`src/rtl/uart_tx_arbiter_if.sv`:
```
// uart_tx_arbiter_if
//   Bundles the requester side (req/data/last/ack/grant) and the UART TX
//   side (tx_valid/tx_data/tx_rdy/tx_done) plus status (busy/err) of the
//   round-robin UART transmit arbiter.
//   slave  : the arbiter (consumes requests and UART status, drives strobes)
//   master : the environment (requesters + UART transmitter)
//   data[n] holds requester n's byte; bit layout equals data[n*DATA_WIDTH +: DATA_WIDTH].
interface uart_tx_arbiter_if #(
    parameter int NUM_REQ    = 4,
    parameter int DATA_WIDTH = 8
);
    logic [NUM_REQ-1:0]                 req;
    logic [NUM_REQ-1:0][DATA_WIDTH-1:0] data;
    logic [NUM_REQ-1:0]                 last;
    logic [NUM_REQ-1:0]                 ack;
    logic [NUM_REQ-1:0]                 grant;
    logic                               tx_valid;
    logic [DATA_WIDTH-1:0]              tx_data;
    logic                               tx_rdy;
    logic                               tx_done;
    logic                               busy;
    logic                               err;

    modport slave (
        input  req, data, last, tx_rdy, tx_done,
        output ack, grant, tx_valid, tx_data, busy, err
    );

    modport master (
        output req, data, last, tx_rdy, tx_done,
        input  ack, grant, tx_valid, tx_data, busy, err
    );
endinterface

```
`src/rtl/uart_tx_arbiter.sv`:
```
// uart_tx_arbiter
//   Shares one UART transmitter among NUM_REQ byte-stream requesters.
//   One requester is granted at a time (round robin from rr_ptr); each of its
//   bytes is forwarded as a single-cycle tx_valid strobe with a matching ack,
//   and the next byte waits for the transmitter's tx_done pulse. Priority
//   rotates after a last byte, a MAX_BURST-byte burst, a dropped request or
//   a done timeout (which also pulses err).
// Ports
//   i_clk    : system clock
//   i_rst_n  : asynchronous active-low reset
//   bus      : uart_tx_arbiter_if.slave
//              in : req, data, last, tx_rdy, tx_done
//              out: ack, grant, tx_valid, tx_data, busy, err (all registered)
module uart_tx_arbiter #(
    parameter int NUM_REQ     = 4,
    parameter int DATA_WIDTH  = 8,
    parameter int MAX_BURST   = 16,
    parameter int TIMEOUT_CYC = 8192
) (
    input  logic               i_clk,
    input  logic               i_rst_n,
    uart_tx_arbiter_if.slave   bus
);

    localparam int IDX_W = $clog2(NUM_REQ);
    localparam int TMR_W = $clog2(TIMEOUT_CYC) + 1;

    localparam logic [IDX_W:0]   NUM_REQ_W = (IDX_W+1)'(NUM_REQ);
    localparam logic [7:0]       BURST_END = 8'(MAX_BURST - 1);
    localparam logic [TMR_W-1:0] TMO_END   = TMR_W'(TIMEOUT_CYC - 1);

    typedef enum logic [1:0] {ARB, ISSUE, WAIT_DONE} state_t;

    state_t                 state, state_nxt;
    logic [IDX_W-1:0]       g, g_nxt;
    logic [IDX_W-1:0]       rr_ptr, rr_nxt;
    logic [7:0]             burst_cnt, burst_nxt;
    logic [TMR_W-1:0]       timer, timer_nxt;
    logic                   last_f, last_nxt;

    logic [NUM_REQ-1:0]     ack_q, ack_nxt;
    logic [NUM_REQ-1:0]     grant_q, grant_nxt;
    logic                   tx_valid_q, tx_valid_nxt;
    logic [DATA_WIDTH-1:0]  tx_data_q, tx_data_nxt;
    logic                   busy_q, busy_nxt;
    logic                   err_q, err_nxt;

    // (base + off) mod NUM_REQ for base, off < NUM_REQ; works for
    // non-power-of-two NUM_REQ since the sum is below 2*NUM_REQ.
    function automatic logic [IDX_W-1:0] wrap_add(input logic [IDX_W-1:0] base,
                                                  input logic [IDX_W-1:0] off);
        logic [IDX_W:0] s;
        s = {1'b0, base} + {1'b0, off};
        if (s >= NUM_REQ_W) s = s - NUM_REQ_W;
        return s[IDX_W-1:0];
    endfunction

    // Round-robin pick: first requester found scanning up from rr_ptr.
    logic             pick_vld;
    logic [IDX_W-1:0] pick_idx;

    always_comb begin
        pick_vld = 1'b0;
        pick_idx = '0;
        for (int i = 0; i < NUM_REQ; i++) begin
            if (!pick_vld && bus.req[wrap_add(rr_ptr, IDX_W'(i))]) begin
                pick_vld = 1'b1;
                pick_idx = wrap_add(rr_ptr, IDX_W'(i));
            end
        end
    end

    logic rel_done;  // done on the frame's last byte or the burst's final byte
    logic tmo;

    assign rel_done = last_f || (burst_cnt == BURST_END);
    assign tmo      = (timer == TMO_END);

    // State register
    always_ff @(posedge i_clk or negedge i_rst_n) begin
        if (!i_rst_n) state <= ARB;
        else          state <= state_nxt;
    end

    // Next-state logic
    always_comb begin
        state_nxt = state;
        case (state)
            ARB:       if (pick_vld) state_nxt = ISSUE;
            ISSUE: begin
                if (!bus.req[g])     state_nxt = ARB;
                else if (bus.tx_rdy) state_nxt = WAIT_DONE;
            end
            WAIT_DONE: begin
                // done takes precedence over a coincident timeout
                if (bus.tx_done)     state_nxt = rel_done ? ARB : ISSUE;
                else if (tmo)        state_nxt = ARB;
            end
            default:                 state_nxt = ARB;
        endcase
    end

    // Output / datapath next values
    always_comb begin
        g_nxt        = g;
        rr_nxt       = rr_ptr;
        burst_nxt    = burst_cnt;
        timer_nxt    = timer;
        last_nxt     = last_f;
        ack_nxt      = '0;
        grant_nxt    = grant_q;
        tx_valid_nxt = 1'b0;
        tx_data_nxt  = tx_data_q;
        err_nxt      = 1'b0;
        case (state)
            ARB: begin
                grant_nxt = '0;
                if (pick_vld) begin
                    g_nxt     = pick_idx;
                    grant_nxt = {{(NUM_REQ-1){1'b0}}, 1'b1} << pick_idx;
                end
            end
            ISSUE: begin
                if (!bus.req[g]) begin
                    // requester withdrew: rotate past it, no strobe
                    rr_nxt    = wrap_add(g, IDX_W'(1));
                    burst_nxt = '0;
                    grant_nxt = '0;
                end else if (bus.tx_rdy) begin
                    tx_valid_nxt = 1'b1;
                    tx_data_nxt  = bus.data[g];
                    ack_nxt[g]   = 1'b1;
                    last_nxt     = bus.last[g];
                    timer_nxt    = '0;
                end
            end
            WAIT_DONE: begin
                timer_nxt = timer + TMR_W'(1);
                if (bus.tx_done) begin
                    if (rel_done) begin
                        rr_nxt    = wrap_add(g, IDX_W'(1));
                        burst_nxt = '0;
                        grant_nxt = '0;
                    end else begin
                        burst_nxt = burst_cnt + 8'd1;
                    end
                end else if (tmo) begin
                    err_nxt   = 1'b1;
                    rr_nxt    = wrap_add(g, IDX_W'(1));
                    burst_nxt = '0;
                    grant_nxt = '0;
                end
            end
            default: grant_nxt = '0;
        endcase
        busy_nxt = (state_nxt != ARB);
    end

    // Datapath and registered outputs
    always_ff @(posedge i_clk or negedge i_rst_n) begin
        if (!i_rst_n) begin
            g          <= '0;
            rr_ptr     <= '0;
            burst_cnt  <= '0;
            timer      <= '0;
            last_f     <= 1'b0;
            ack_q      <= '0;
            grant_q    <= '0;
            tx_valid_q <= 1'b0;
            tx_data_q  <= '0;
            busy_q     <= 1'b0;
            err_q      <= 1'b0;
        end else begin
            g          <= g_nxt;
            rr_ptr     <= rr_nxt;
            burst_cnt  <= burst_nxt;
            timer      <= timer_nxt;
            last_f     <= last_nxt;
            ack_q      <= ack_nxt;
            grant_q    <= grant_nxt;
            tx_valid_q <= tx_valid_nxt;
            tx_data_q  <= tx_data_nxt;
            busy_q     <= busy_nxt;
            err_q      <= err_nxt;
        end
    end

    assign bus.ack      = ack_q;
    assign bus.grant    = grant_q;
    assign bus.tx_valid = tx_valid_q;
    assign bus.tx_data  = tx_data_q;
    assign bus.busy     = busy_q;
    assign bus.err      = err_q;

endmodule

```
`src/flat_wrapper.sv`:
```
// flat-port wrapper written by rule: the top's interface ports become plain ports
module uart_tx_arbiter_flat 
#(
    parameter int NUM_REQ     = 4,
    parameter int DATA_WIDTH  = 8,
    parameter int MAX_BURST   = 16,
    parameter int TIMEOUT_CYC = 8192
)
  (i_clk, i_rst_n, bus_req, bus_data, bus_last, bus_tx_rdy, bus_tx_done, bus_ack, bus_grant, bus_tx_valid, bus_tx_data, bus_busy, bus_err);
  uart_tx_arbiter_if #(.NUM_REQ(NUM_REQ), .DATA_WIDTH(DATA_WIDTH)) bus_i ();
  input  logic i_clk;
  input  logic i_rst_n;
  input wire logic [$bits(bus_i.req)-1:0] bus_req;
  input wire logic [$bits(bus_i.data)-1:0] bus_data;
  input wire logic [$bits(bus_i.last)-1:0] bus_last;
  input wire logic [$bits(bus_i.tx_rdy)-1:0] bus_tx_rdy;
  input wire logic [$bits(bus_i.tx_done)-1:0] bus_tx_done;
  output wire logic [$bits(bus_i.ack)-1:0] bus_ack;
  output wire logic [$bits(bus_i.grant)-1:0] bus_grant;
  output wire logic [$bits(bus_i.tx_valid)-1:0] bus_tx_valid;
  output wire logic [$bits(bus_i.tx_data)-1:0] bus_tx_data;
  output wire logic [$bits(bus_i.busy)-1:0] bus_busy;
  output wire logic [$bits(bus_i.err)-1:0] bus_err;
  assign bus_i.req = bus_req;
  assign bus_i.data = bus_data;
  assign bus_i.last = bus_last;
  assign bus_i.tx_rdy = bus_tx_rdy;
  assign bus_i.tx_done = bus_tx_done;
  assign bus_ack = bus_i.ack;
  assign bus_grant = bus_i.grant;
  assign bus_tx_valid = bus_i.tx_valid;
  assign bus_tx_data = bus_i.tx_data;
  assign bus_busy = bus_i.busy;
  assign bus_err = bus_i.err;
  uart_tx_arbiter #(.NUM_REQ(NUM_REQ), .DATA_WIDTH(DATA_WIDTH), .MAX_BURST(MAX_BURST), .TIMEOUT_CYC(TIMEOUT_CYC)) u_core (.i_clk(i_clk), .i_rst_n(i_rst_n), .bus(bus_i));
endmodule
```
`config.mk`:
```
export PLATFORM = sky130hd
export DESIGN_NAME = uart_tx_arbiter_flat
export DESIGN_NICKNAME = d
export VERILOG_FILES = /design/src/rtl/uart_tx_arbiter_if.sv /design/src/rtl/uart_tx_arbiter.sv /design/src/flat_wrapper.sv
export SDC_FILE = /design/constraint.sdc
export NUM_CORES = 1
export LEC_CHECK = 0
export ABC_AREA = 1
export CAP_MARGIN = 20
export CORE_MARGIN = 4
export CORE_UTILIZATION = 30
export CTS_CLUSTER_DIAMETER = 200
export CTS_CLUSTER_SIZE = 30
export DETAILED_ROUTE_END_ITERATION = 8
export DONT_BUFFER_PORTS = 1
export HOLD_SLACK_MARGIN = 0.05
export SLEW_MARGIN = 40
export SYNTH_ARGS = -nofsm -noshare
export SYNTH_HDL_FRONTEND = slang
export SYNTH_SLANG_ARGS = --single-unit
```
`constraint.sdc`:
```
create_clock -name i_clk -period 2.1 [get_ports i_clk]
set_input_delay 0.315 -clock i_clk [delete_from_list [all_inputs] [get_ports i_clk]]
set_output_delay 0.315 -clock i_clk [all_outputs]
set_load 0.01 [all_outputs]
```
=== After elaboration in Yosys (flattened, before gate mapping) ===
Cells that the tools add are included.

* Bits of input ports: 44
* Flip-flop bits (word level): 48
* Logic and storage cells: 125
* Output and inout bits: 19

* Shift operators: 1
* $add $sub $neg: 11
* Equality and inequality tests: 9
* Magnitude comparators: 11
* Multiplexer cells: 64
* Reductions and logical operators: 17

{| class="wikitable"
|+ Operators with widths
! cell !! number
|-
| $mux W8 || 5
|-
| $mux W2 || 18
|-
| $mux W4 || 8
|-
| $mux W14 || 2
|-
| $pmux W14 S2 || 1
|-
| $mux W1 || 18
|-
| $bmux W8 S2 || 1
|-
| $pmux W8 S2 || 1
|-
| $lt A2 B3 Y1 const B || 5
|-
| $add A14 B1 Y14 const B || 1
|-
| $eq A14 B13 Y1 const B || 1
|-
| $bmux W1 S2 || 6
|-
| $ge A3 B3 Y1 const B || 4
|-
| $pmux W4 S3 || 1
|-
| $reduce_and A3 Y1 || 4
|-
| $sub A2 B1 Y2 const B || 5
|-
| $add A8 B1 Y8 const B || 1
|-
| $eq A8 B4 Y1 const B || 1
|-
| $add A2 B1 Y3 const B || 2
|-
| $add A2 B2 Y3 const B || 2
|-
| $ne A3 B2 Y1 const B || 2
|-
| $pmux W2 S3 || 1
|-
| $logic_and A1 B1 Y1 || 4
|-
| $ne A2 B2 Y1 const B || 2
|-
| 14 further kinds || 17
|}

=== Logic depth before layout (Yosys ltp) ===
* Depth in word-level cells: 17
* Depth in mapped cells: 12
* Depth with buffers taken out: 12

=== Least setup slack after synthesis ===
Ideal clock, no wire load.

* Path kind: register to register
* Start: register u_core.state[0]
* End: register u_core.burst_cnt[5]
* Cell stages (with the launch flop): 12
* Setup time: 74 ps
* Arrival: 1592 ps
* Slack: 433 ps
* Buffers on the path: 3
* Path through: dfrtp_1 > inv_1 > ha_1 > clkbuf_2 > inv_1 > buf_4 > nor2_1 > nand2_4 > nand3_2 > buf_6 > nand2_1 > o21ai_2

* Longest elaborated chain between the ends: 3
* Elaborated cells between the ends (all ways): 7
* Those cells by class: 4 x eq/ne; 1 x mux; 2 x reduce/logical

{| class="wikitable"
|+ RTL lines
! element !! line !! text
|-
| start: declaration || uart_tx_arbiter.sv:34 || <nowiki>state_t state, state_nxt;</nowiki>
|-
| start signal: assignment || uart_tx_arbiter.sv:82 || <nowiki>else state <= state_nxt;</nowiki>
|-
| $eq A2 B2 Y1 / $eq A2 B1 Y1 (equally long branches) || uart_tx_arbiter.sv:115 || <nowiki>case (state)</nowiki>
|-
| $ne A3 B2 Y1 (no line), or another cell as far along || n/a ||
|-
| $reduce_and A3 Y1 (no line) || n/a ||
|-
| end signal: assignment || uart_tx_arbiter.sv:176 || <nowiki>burst_cnt <= burst_nxt;</nowiki>
|-
| end: declaration || uart_tx_arbiter.sv:37 || <nowiki>logic [7:0] burst_cnt, burst_nxt;</nowiki>
|}

Several ways; a longest one is shown, not always the timed one.
A chain may end at the register's enable or synchronous reset.

=== Worst setup path in the final report ===
* Start: register u_core.rr_ptr[0]
* End: register u_core.grant_q[3], in the netlist u_core.bus.grant[3]

* Longest elaborated chain between the ends: 17
* Elaborated cells between the ends (all ways): 40
* Those cells by class: 7 x add/sub; 4 x order compare; 1 x shift; 22 x mux; 6 x reduce/logical

{| class="wikitable"
|+ RTL lines
! element !! line !! text
|-
| start: declaration || uart_tx_arbiter.sv:36 || <nowiki>logic [IDX_W-1:0] rr_ptr, rr_nxt;</nowiki>
|-
| start signal: assignment || uart_tx_arbiter.sv:175 || <nowiki>rr_ptr <= rr_nxt;</nowiki>
|-
| parallel branches: the longest is 15 deep, another holds $add A2 B1 Y3 || n/a ||
|-
| $mux W4 (*) || uart_tx_arbiter.sv:118 || <nowiki>if (pick_vld) begin</nowiki>
|-
| $pmux W4 S3 (*) || uart_tx_arbiter.sv:115 ||
|-
| end signal: assignment || uart_tx_arbiter.sv:180 || <nowiki>grant_q <= grant_nxt;</nowiki>
|-
| end: declaration || uart_tx_arbiter.sv:42 || <nowiki>logic [NUM_REQ-1:0] grant_q, grant_nxt;</nowiki>
|}

Mark *: on every way between the ends. The select of a mux whose other input is x is not followed.

==> flow_summary.toml <==
[yosys]
synth_flop_cell = "dfrtp_1"
synth_area_leaders = "dfrtp_1 38%, nand2_1 12%, nor2_1 9.1%"
synth_top_area_cell = "dfrtp_1"
synth_top_area_share_pct = 38.20
postSynthNetCount = 486
synthDistinctLibCells = 34
synthCells = 432
avgSynthCellArea_um2 = 7.278
synth_edf_count = 0
synth_area_um2 = 3144
ys_async_sr_fraction_pct = 100.0
yosysSeqAreaShare_pct = 38.20
yosys_warnings = 0
synth_seq_cells = 48

[global_route]
overflow = 0
gr-usage-met2_pct = 20.88
grt_pass1_wl_mm = 12.08
antenna_found_initial = 0
use_met1_pct = 15.71
met3_usage_pct = 3.786
grt_use_total_pct = 12.34
grt_max_degree = 49
grt.busiest_layer = "met2"
grt_pass1_vias = 2539

[timing]
setup_slack_ns = 0.2694
final.min_clock_period_ns = 1.831
setup-violations-final = 0
fin_crit_sh_pct = 87.17
rsz0062_at_grt = "false"
skew_ns = 0.01701
timing_hold_violations_final = 0
slew_violations = 0
slew-limit-headroom_pct = 78.18
setup_tns_ns = 0
max_freq_mhz = 546.3
tightest_slew_ns = 0.3261

[setup_path]
r2r-end = "u_core.bus.grant[3]"
cp-end-kind = "flop"
r2r-start = "u_core.rr_ptr[0]"
crit_required_ns = 2.35
path_class = "flop to flop"
r2r_setup_slack_ns = 0.27
arrival_ns = 2.08
cp_max_fo = 11
reg2reg_depth = 12
cp-start-kind = "flop"

[power_and_ir_drop]
p_leak_nw = 1.647
irDropWorstVdd_uv = 633.1
power.density_nw_per_um2 = 1200
p_total_mw = 4.122

[worst_hold_path]
hold_depth = 1
min_to = "u_core.bus.err"
worst_hold_path_type = "input port to flop"
worstHoldStart = "bus_tx_done"

[clock_tree]
cts_setup_buffers = 0
clk_latency_ns = 0.31
cts_buffers = 5
clock_path_buffers = 2
cts_sinks = 48
clk_pin_slew_ns = 0.10
root_buffer = "clkbuf_8"
cts_resized = 0
htreeDepth = 2
cts_tree = "yes"
cts_hold_buf = 2

[cells_and_area]
drive_above_1_share_pct = 10.78
fin_nets = 489
instances_no_fill = 572
post-route-util_pct = 33.42
fillerInstances = 1106
final_cell_mix = "99 x nand2_1, 76 x nor2_1, 48 x dfrtp_1"
regArea_um2 = 1201
multi_input_area_um2 = 1702
syn2layout_area_growth_pct = 9.232
diodes = 0
final_common_cell = "nand2_1"

[outcome]
outcome = "finished, final reports clean"

[drt]
ant_nets = 0
wirelength_mm = 7.101
routedWlPerCell_um = 12.41
viasPerCell = 4.755
post-route-drc-count = 0
num_vias = 2720
drt_pre_antenna_iters = 4
drt_iter0_markers = 142

[placed_design]
portBuffers = 0
finalWeightedCongestion = 0.8725
placed_cells = 562
pre_cts_ws_ns = 0.3129
dp_hpwl_mm = 5.278

[floorplanning]
rows = 37
core_um2 = 10280
io_pins = 63
dieArea_um2 = 12180
start_util_pct = 30.59
die_h_um = 110.4
dieWidth_um = 110.4

[flow_run]
maxCapViolCount = 0
==> per-stage QoR <==
stage	hold slack, ns	cell area, um^2
floorplan	0.01941	3144
global placement	0.02185	3302
global route	0.07097	3435
CTS	0.06965	3435
finish	0.08239	3435
detailed placement	0.02207	3302
==> metal layers <==
layer / vias up / share of wire [%]
met5: - / 0
met2: 68 / 47
li1: 1404 / -
met3: 7 / 6.7
met1: 1241 / 45
met4: 0 / 0.92
==> worst max-delay path by stage <==
stage	startpoint	end	slack, ns	depth (start not counted)
3_3_place_gp	u_core.rr_ptr[0]	u_core.bus.grant[0]	0.35	9
3_5_place_dp	u_core.rr_ptr[0]	u_core.bus.grant[3]	0.31	12
4_1_cts	u_core.rr_ptr[0]	u_core.bus.grant[3]	0.29	12
6_report	u_core.rr_ptr[0]	u_core.bus.grant[3]	0.27	12
2_1_floorplan	u_core.state[0]	u_core.burst_cnt[5]	0.43	11
5_1_grt	u_core.rr_ptr[0]	u_core.bus.grant[3]	0.006	9
==> worst max-delay path: stages, from the launching register on <==
cell and delay [ns]:
dfrtp_1 0.54, inv_1 0.20, nand2_1 0.09, nand2_1 0.12, nand2_1 0.11, nand2_2 0.07, nor2_4 0.16, nand3_1 0.10
nand2_1 0.07, nand2_1 0.09, inv_1 0.09, nand3_1 0.07, nand2_1 0.07
==> Yosys cell counts, types with 3 or more instances <==
cell type	count
xor2_1	13
a31oi_1	10
dfrtp_1	48
nor2_1	76
nand2_4	3
clkbuf_1	5
o21ai_2	6
buf_2	3
nand4_1	12
nand2_1	99
buf_4	4
nand2_2	4
o21ai_1	4
nor3_1	8
nand3_1	30
inv_1	37
a21oi_1	5
inv_2	4
nand3_2	3
ha_1	10
or2_2	3
o21ai_0	29
==> state kept, by name, indices dropped and copies added (netlist names), 2 cells and up <==
register / flops
u_core.burst_cnt: 8
u_core.bus.ack: 4
u_core.bus.grant: 4
u_core.bus.tx_data: 8
u_core.g: 2
u_core.rr_ptr: 2
u_core.state: 2
u_core.timer: 14
==> logic make-up after synthesis <==
family                   count (synthesis)  share of synthesized area, %
AO/OA/AOI/OAI                           59                         11.30
XOR/XNOR                                13                         3.621
adder cells (fa/ha/maj)                 10                         3.979
buffers and inverters                   57                         7.680
flip-flops                              48                         38.20
AND/OR/NAND/NOR                        245                         35.22
==> cell type report <==
class	count	area share (%)
clock inverters	3	0.7650
multi-input cells	327	49.54
clock buffers	5	2.004
inverters	41	4.481
repair buffers	12	3.279
well taps	136	4.954
flip-flops and latches	48	34.97
==> power breakdown <==
group	total [mW]	internal, mW	switching (mW)
Sequential	1.40	1.14	0.266
Combinational	2.12	0.719	1.40
Clock	0.595	0.246	0.349
Total	4.12	2.10	2.02
(Power assumes the default switching activity.)
